<file path="src/rtl/reservation_station.sv">
// Tomasulo reservation station: holds decoded ops until both operands are known, snoops the CDB, feeds one ALU.
// Latency: issue with ready operands -> dispatch eligible next cycle; CDB capture at edge N -> eligible in cycle N+1.
// Backpressure: issue_ready_out low when all rows busy; dispatch holds its selected entry while dispatch_ready_in is low.
//
// Ports:
//   clk_in, rst_in                        clock, synchronous active-high reset
//   issue_*                               valid/ready issue of {op, vj/qj, vk/qk}; issue_tag_out names the row to be filled
//   dispatch_*                            valid/ready dispatch of {op, vj, vk, tag} to the ALU
//   cdb_valid_in/cdb_tag_in/cdb_data_in   common data bus broadcast (tag 0 never matches)
//   count_out                             registered number of busy rows
//
// Optional build macro RS_AGE_ORDER_EN: oldest-ready-first dispatch using per-row age ranks.
// Without it, dispatch picks the lowest-index ready row and no age state exists.
module reservation_station #(
  parameter int ENTRIES = 3,
  parameter int RS_ID   = 1,
  parameter int DATA_W  = 32
) (
  input  logic              clk_in,
  input  logic              rst_in,
  input  logic              issue_valid_in,
  output logic              issue_ready_out,
  input  logic [3:0]        issue_op_in,
  input  logic [DATA_W-1:0] issue_vj_in,
  input  logic [3:0]        issue_qj_in,
  input  logic [DATA_W-1:0] issue_vk_in,
  input  logic [3:0]        issue_qk_in,
  output logic [3:0]        issue_tag_out,
  output logic              dispatch_valid_out,
  input  logic              dispatch_ready_in,
  output logic [3:0]        dispatch_op_out,
  output logic [DATA_W-1:0] dispatch_vj_out,
  output logic [DATA_W-1:0] dispatch_vk_out,
  output logic [3:0]        dispatch_tag_out,
  input  logic              cdb_valid_in,
  input  logic [3:0]        cdb_tag_in,
  input  logic [DATA_W-1:0] cdb_data_in,
  output logic [2:0]        count_out
);

  localparam logic [1:0] STATION_ID = 2'(RS_ID);

  logic [ENTRIES-1:0] busy_q, busy_d;
  logic [3:0]         op_q [ENTRIES];
  logic [3:0]         op_d [ENTRIES];
  logic [DATA_W-1:0]  vj_q [ENTRIES];
  logic [DATA_W-1:0]  vj_d [ENTRIES];
  logic [3:0]         qj_q [ENTRIES];
  logic [3:0]         qj_d [ENTRIES];
  logic [DATA_W-1:0]  vk_q [ENTRIES];
  logic [DATA_W-1:0]  vk_d [ENTRIES];
  logic [3:0]         qk_q [ENTRIES];
  logic [3:0]         qk_d [ENTRIES];
  logic [2:0]         count_q, count_d;
`ifdef RS_AGE_ORDER_EN
  // Rank 0 is the oldest busy row; ranks of busy rows are always 0..count-1.
  logic [1:0]         age_q [ENTRIES];
  logic [1:0]         age_d [ENTRIES];
  logic [1:0]         sel_age;
`endif

  logic               free_vld, sel_vld, issue_fire, disp_fire, cdb_hit;
  logic [1:0]         free_idx, sel_idx;
  logic [ENTRIES-1:0] rdy;

  // Free-row search and ready-row selection, all on registered state.
  always_comb begin
    free_vld = 1'b0;
    free_idx = '0;
    rdy      = '0;
    sel_vld  = 1'b0;
    sel_idx  = '0;
    for (int i = ENTRIES - 1; i >= 0; i--) begin
      if (!busy_q[i]) begin
        free_vld = 1'b1;
        free_idx = 2'(i);
      end
      rdy[i] = busy_q[i] && (qj_q[i] == 4'd0) && (qk_q[i] == 4'd0);
    end
`ifdef RS_AGE_ORDER_EN
    sel_age = '1;
    for (int i = 0; i < ENTRIES; i++) begin
      if (rdy[i] && (!sel_vld || (age_q[i] < sel_age))) begin
        sel_vld = 1'b1;
        sel_idx = 2'(i);
        sel_age = age_q[i];
      end
    end
`else
    for (int i = ENTRIES - 1; i >= 0; i--) begin
      if (rdy[i]) begin
        sel_vld = 1'b1;
        sel_idx = 2'(i);
      end
    end
`endif
  end

  assign issue_ready_out    = free_vld;
  assign issue_tag_out      = {STATION_ID, free_idx};
  // Rows present during a reset cycle are being discarded, so nothing may leave.
  assign dispatch_valid_out = sel_vld && !rst_in;
  assign dispatch_tag_out   = {STATION_ID, sel_idx};
  assign issue_fire         = issue_valid_in && free_vld;
  assign disp_fire          = dispatch_valid_out && dispatch_ready_in;
  assign cdb_hit            = cdb_valid_in && (cdb_tag_in != 4'd0);
  assign count_out          = count_q;

  always_comb begin
    dispatch_op_out = '0;
    dispatch_vj_out = '0;
    dispatch_vk_out = '0;
    for (int i = 0; i < ENTRIES; i++) begin
      if (sel_idx == 2'(i)) begin
        dispatch_op_out = op_q[i];
        dispatch_vj_out = vj_q[i];
        dispatch_vk_out = vk_q[i];
      end
    end
  end

  always_comb begin
    busy_d  = busy_q;
    op_d    = op_q;
    vj_d    = vj_q;
    qj_d    = qj_q;
    vk_d    = vk_q;
    qk_d    = qk_q;
    count_d = count_q;
`ifdef RS_AGE_ORDER_EN
    age_d   = age_q;
`endif
    for (int i = 0; i < ENTRIES; i++) begin
      // CDB snoop on waiting operands.
      if (cdb_hit && busy_q[i] && (qj_q[i] == cdb_tag_in)) begin
        vj_d[i] = cdb_data_in;
        qj_d[i] = 4'd0;
      end
      if (cdb_hit && busy_q[i] && (qk_q[i] == cdb_tag_in)) begin
        vk_d[i] = cdb_data_in;
        qk_d[i] = 4'd0;
      end
      if (disp_fire && (sel_idx == 2'(i))) begin
        busy_d[i] = 1'b0;
      end
`ifdef RS_AGE_ORDER_EN
      if (disp_fire && busy_q[i] && (age_q[i] > sel_age)) begin
        age_d[i] = age_q[i] - 2'd1;
      end
`endif
      // The issued row was free on registered state, so it never collides with the dispatched row.
      if (issue_fire && (free_idx == 2'(i))) begin
        busy_d[i] = 1'b1;
        op_d[i]   = issue_op_in;
        // Same-cycle bypass: a producer broadcasting now would otherwise be missed forever.
        if (cdb_hit && (issue_qj_in == cdb_tag_in)) begin
          vj_d[i] = cdb_data_in;
          qj_d[i] = 4'd0;
        end else begin
          vj_d[i] = issue_vj_in;
          qj_d[i] = issue_qj_in;
        end
        if (cdb_hit && (issue_qk_in == cdb_tag_in)) begin
          vk_d[i] = cdb_data_in;
          qk_d[i] = 4'd0;
        end else begin
          vk_d[i] = issue_vk_in;
          qk_d[i] = issue_qk_in;
        end
`ifdef RS_AGE_ORDER_EN
        // Youngest rank among the rows still busy after this edge.
        age_d[i] = count_q[1:0] - (disp_fire ? 2'd1 : 2'd0);
`endif
      end
    end
    if (issue_fire && !disp_fire) begin
      count_d = count_q + 3'd1;
    end else if (!issue_fire && disp_fire) begin
      count_d = count_q - 3'd1;
    end
  end

  always_ff @(posedge clk_in) begin
    if (rst_in) begin
      busy_q  <= '0;
      count_q <= '0;
      for (int i = 0; i < ENTRIES; i++) begin
        op_q[i] <= '0;
        vj_q[i] <= '0;
        qj_q[i] <= '0;
        vk_q[i] <= '0;
        qk_q[i] <= '0;
`ifdef RS_AGE_ORDER_EN
        age_q[i] <= '0;
`endif
      end
    end else begin
      busy_q  <= busy_d;
      count_q <= count_d;
      op_q    <= op_d;
      vj_q    <= vj_d;
      qj_q    <= qj_d;
      vk_q    <= vk_d;
      qk_q    <= qk_d;
`ifdef RS_AGE_ORDER_EN
      age_q   <= age_d;
`endif
    end
  end

endmodule

</file>
<file path="config.mk">
export PLATFORM = sky130hd
export DESIGN_NAME = reservation_station
export DESIGN_NICKNAME = d
export VERILOG_FILES = /design/src/rtl/reservation_station.sv
export SDC_FILE = /design/constraint.sdc
export NUM_CORES = 1
export LEC_CHECK = 0
export ABC_CLOCK_PERIOD_IN_PS = 3100
export CORE_ASPECT_RATIO = 1.75
export CORE_MARGIN = 5
export CORE_UTILIZATION = 26
export CTS_CLUSTER_DIAMETER = 200
export DETAILED_ROUTE_END_ITERATION = 10
export PLACE_DENSITY = 0.52
export SLEW_MARGIN = 5
export SYNTH_ARGS = -nofsm -noshare
export SYNTH_HDL_FRONTEND = slang
export SYNTH_SLANG_ARGS = --single-unit
export TNS_END_PERCENT = 50
</file>
<file path="constraint.sdc">
create_clock -name clk_in -period 3.1 [get_ports clk_in]
set_input_delay 0.62 -clock clk_in [delete_from_list [all_inputs] [get_ports clk_in]]
set_output_delay 0.62 -clock clk_in [all_outputs]
set_load 0.1 [all_outputs]
</file>
==> metrics.cfg <==
[logic_synthesis]
ys_warn_count = 0
ys_async_sr_fraction_pct = 0
synthCells = 1796
yosysUniqueCellTypes = 49
synth_seq_area_share_pct = 33.0
syn-cell-area_sq_um = 14200
ys_ff_latch = 234
syn_avg_cell_area_sq_um = 7.91
synth_edf_count = 0
synthFlopType = dfxtp_1

[drt]
num_vias = 15000
drc = 0
via_per_inst = 5.74
drt_first_iter_violations = 1387
routed_wl_mm = 62.3
drtPass1Iterations = 6
ant_nets = 0
routedWlPerCell_um = 23.8

[final_layout]
fillers = 5493
multi_input_area_sq_um = 9350
nets = 2022
stdcell_count = 2614
stdcell_area_sq_um = 20100
area_growth_pct = 41.5
layout_commonest_cell = nand3_1
drive_gt1_share_pct = 21.5
seq_area_sq_um = 4700
mostFrequentLayoutCells = nand3_1 (248), dfxtp_1 (228), nand2_1 (170)

[setup_path]
crit_type = reg -> out
crit_path_end_kind = output port
cp.required_ns = 2.48
start_kind = register
crit_arrival_ns = 2.65
r2r-start = qj_q[4]
rr_worst_depth = 10
rr_endpoint = count_out[2]
r2r_setup_slack_ns = 0.66
cp_max_fo = 7

[timing]
max_freq_mhz = 306
rsz0062_at_grt = yes
hold_viol = 0
period_share_pct = 105
finalSetupViolCount = 60
tightest_slew_ns = 0.703
relSlewSlack_pct = 53.1
whs_ns = 0.400
finalCriticalPeriod_ns = 3.27
slew_violations = 0
tns_ns = -4.25
setup_slack_ns = -0.165
fin_worst_skew_ns = 0.00913

[grt]
grtUsageTotal_pct = 19.7
grt-ovfl-total = 0
grt_pass1_wl_mm = 93.7
grt_max_degree = 125
first_global_vias = 15300
antenna_found_initial = 4

[clock_tree]
clockBufferDepth = 3
htree_levels = 1
root_buffer = clkbuf_16
cts_sinks = 234
clk_pin_slew_ns = 0.07
clock_latency_ns = 0.54
cts_buffers = 25
cts_tree = yes

[die]
rows = 113
dieArea_sq_um = 59600
core_sq_um = 54300
initial_utilization_pct = 26.2
ios = 198
die_width_um = 187
fp.dieH_um = 319

[placement]
dp_hpwl_mm = 38.7
place.gp.congestion = 0.819
placed_cells = 2545
dpl_cell_area_sq_um = 18100
io_buffers = 193

[run_status]
failed_checks = setup timing
status = finished, violations left

[hold_path]
hold_path_class = in -> reg
holdPathStages = 2
min_from = rst_in
min_to = qk_q[11]

[power_and_ir_drop]
ir_drop_mv = 0.399
power_density_nw_per_um2 = 455
leakagePower_uw = 0.00641

[run]
drv_cap = 0

-- worst max-delay path by stage --
| stage | start | to | slack, ns | cells past startpoint |
|---|---|---|---|---|
| after global routing | qj_q[4] | dispatch_vk_out[18] | -0.20 | 9 |
| final | qj_q[4] | dispatch_vk_out[23] | -0.17 | 9 |
| after global placement | cdb_tag_in[0] | vj_q[71] | 0.21 | 7 |
| after detailed placement | cdb_tag_in[0] | vj_q[71] | 0.13 | 7 |
| after CTS | qj_q[11] | dispatch_vj_out[29] | -0.13 | 9 |
| after floorplan | busy_q[0] | dispatch_vk_out[10] | -0.51 | 8 |
-- flip-flops by register name (all words and copies together), names as in the netlist --
signal / flops
vj_q: 96
vk_q: 96
op_q: 12
qj_q: 12
qk_q: 12
busy_q: 3
count_out: 3
-- what timing repair did --
item / 4_1_cts / 5_1_grt
hold buffers: 0 / 0
buffers inserted: 16 / 4
gates cloned: 8 / 4
pin swaps: 41 / 18
resized for setup: 104 / 48
setup endpoints to repair: 68 / 68
-- report_power, final --
part | switching, uW | internal, uW | total, uW
sequential | 100 | 3140 | 3240
combinational | 1620 | 972 | 2590
clock | 1340 | 1970 | 3310
total | 3060 | 6080 | 9150
-- worst max-delay path: stages (launching register included) --
cell and delay, ns:
dfxtp_4 0.36, nor4_4 0.25, nand4_1 0.21, nor2b_4 0.19, buf_12 0.14, buf_12 0.16, buf_16 0.17, mux2i_1 0.09
a21oi_2 0.29, buf_12 0.22
-- per-layer routing --
| layer | wire length [um] | share of wire (%) | track usage, % |
|---|---|---|---|
| met2 | 30900 | 50 | 34.4 |
| met4 | 3340 | 5.4 | 10.2 |
| met5 | 33 | 0.053 | 0 |
| met3 | 4070 | 6.5 | 3.32 |
| met1 | 24000 | 38 | 23.1 |
-- cell usage after synthesis (2+ instances only) --
cell type    n  area (sq um)
a21oi_1    163           816
a22oi_1     33           248
a31oi_1    110           688
a32oi_1     64           561
a41oi_1      2          17.5
a41oi_2     30           488
and2_1      68           425
and3_1      32           200
buf_1       22          82.6
buf_2       34           170
buf_4       10          75.1
buf_6       11           124
clkbuf_1   150           563
conb_1       2          7.51
dfxtp_1    234          4680
inv_1        7          26.3
mux2_1       4          45.0
mux2_2      13           146
mux2i_1    148          1480
nand2_1    172           646
nand3_1    250          1250
nand3b_1    26           195
nand4_1      8          50.1
nor2_1      91           342
nor2_2       2          12.5
nor2b_1     19           119
nor3_1      19          95.1
nor4_1       3          18.8
o211ai_1     4          30.0
o21a_1       2          15.0
o21ai_0      2          10.0
o32a_1      12           120
xnor2_1     22           193
xor2_1      12           105
-- cell families after synthesis --
logic type	share of synthesized area, %
flops	33.0
simple gates	24.2
mux	11.8
xor+xnor	2.10
fa+ha+maj	0.229
buf+inv	7.32
other cells	0.0528
compound gates	21.3
-- final cells by class --
| class | count | area share, % |
|---|---|---|
| multi-input cells | 1330 | 46.5 |
| flip-flops and latches | 234 | 23.4 |
| repair buffers | 305 | 21.3 |
| well taps | 690 | 4.29 |
| clock buffers | 34 | 3.63 |
| clock inverters | 10 | 0.759 |
| inverters | 7 | 0.131 |
| diodes | 4 | 0.0498 |
-- stage by stage --
stage | utilization (%) | worst slack, ns | total power, uW
2_1_floorplan | - | -0.515 | 4740
3_3_place_gp | 33.3 | 0.211 | 5700
3_5_place_dp | 33.3 | 0.128 | 5720
4_1_cts | 36.3 | -0.132 | 9150
5_1_grt | 37.0 | -0.204 | 9440
6_report | 37.0 | -0.165 | 9150
(Power assumes the default switching activity.)
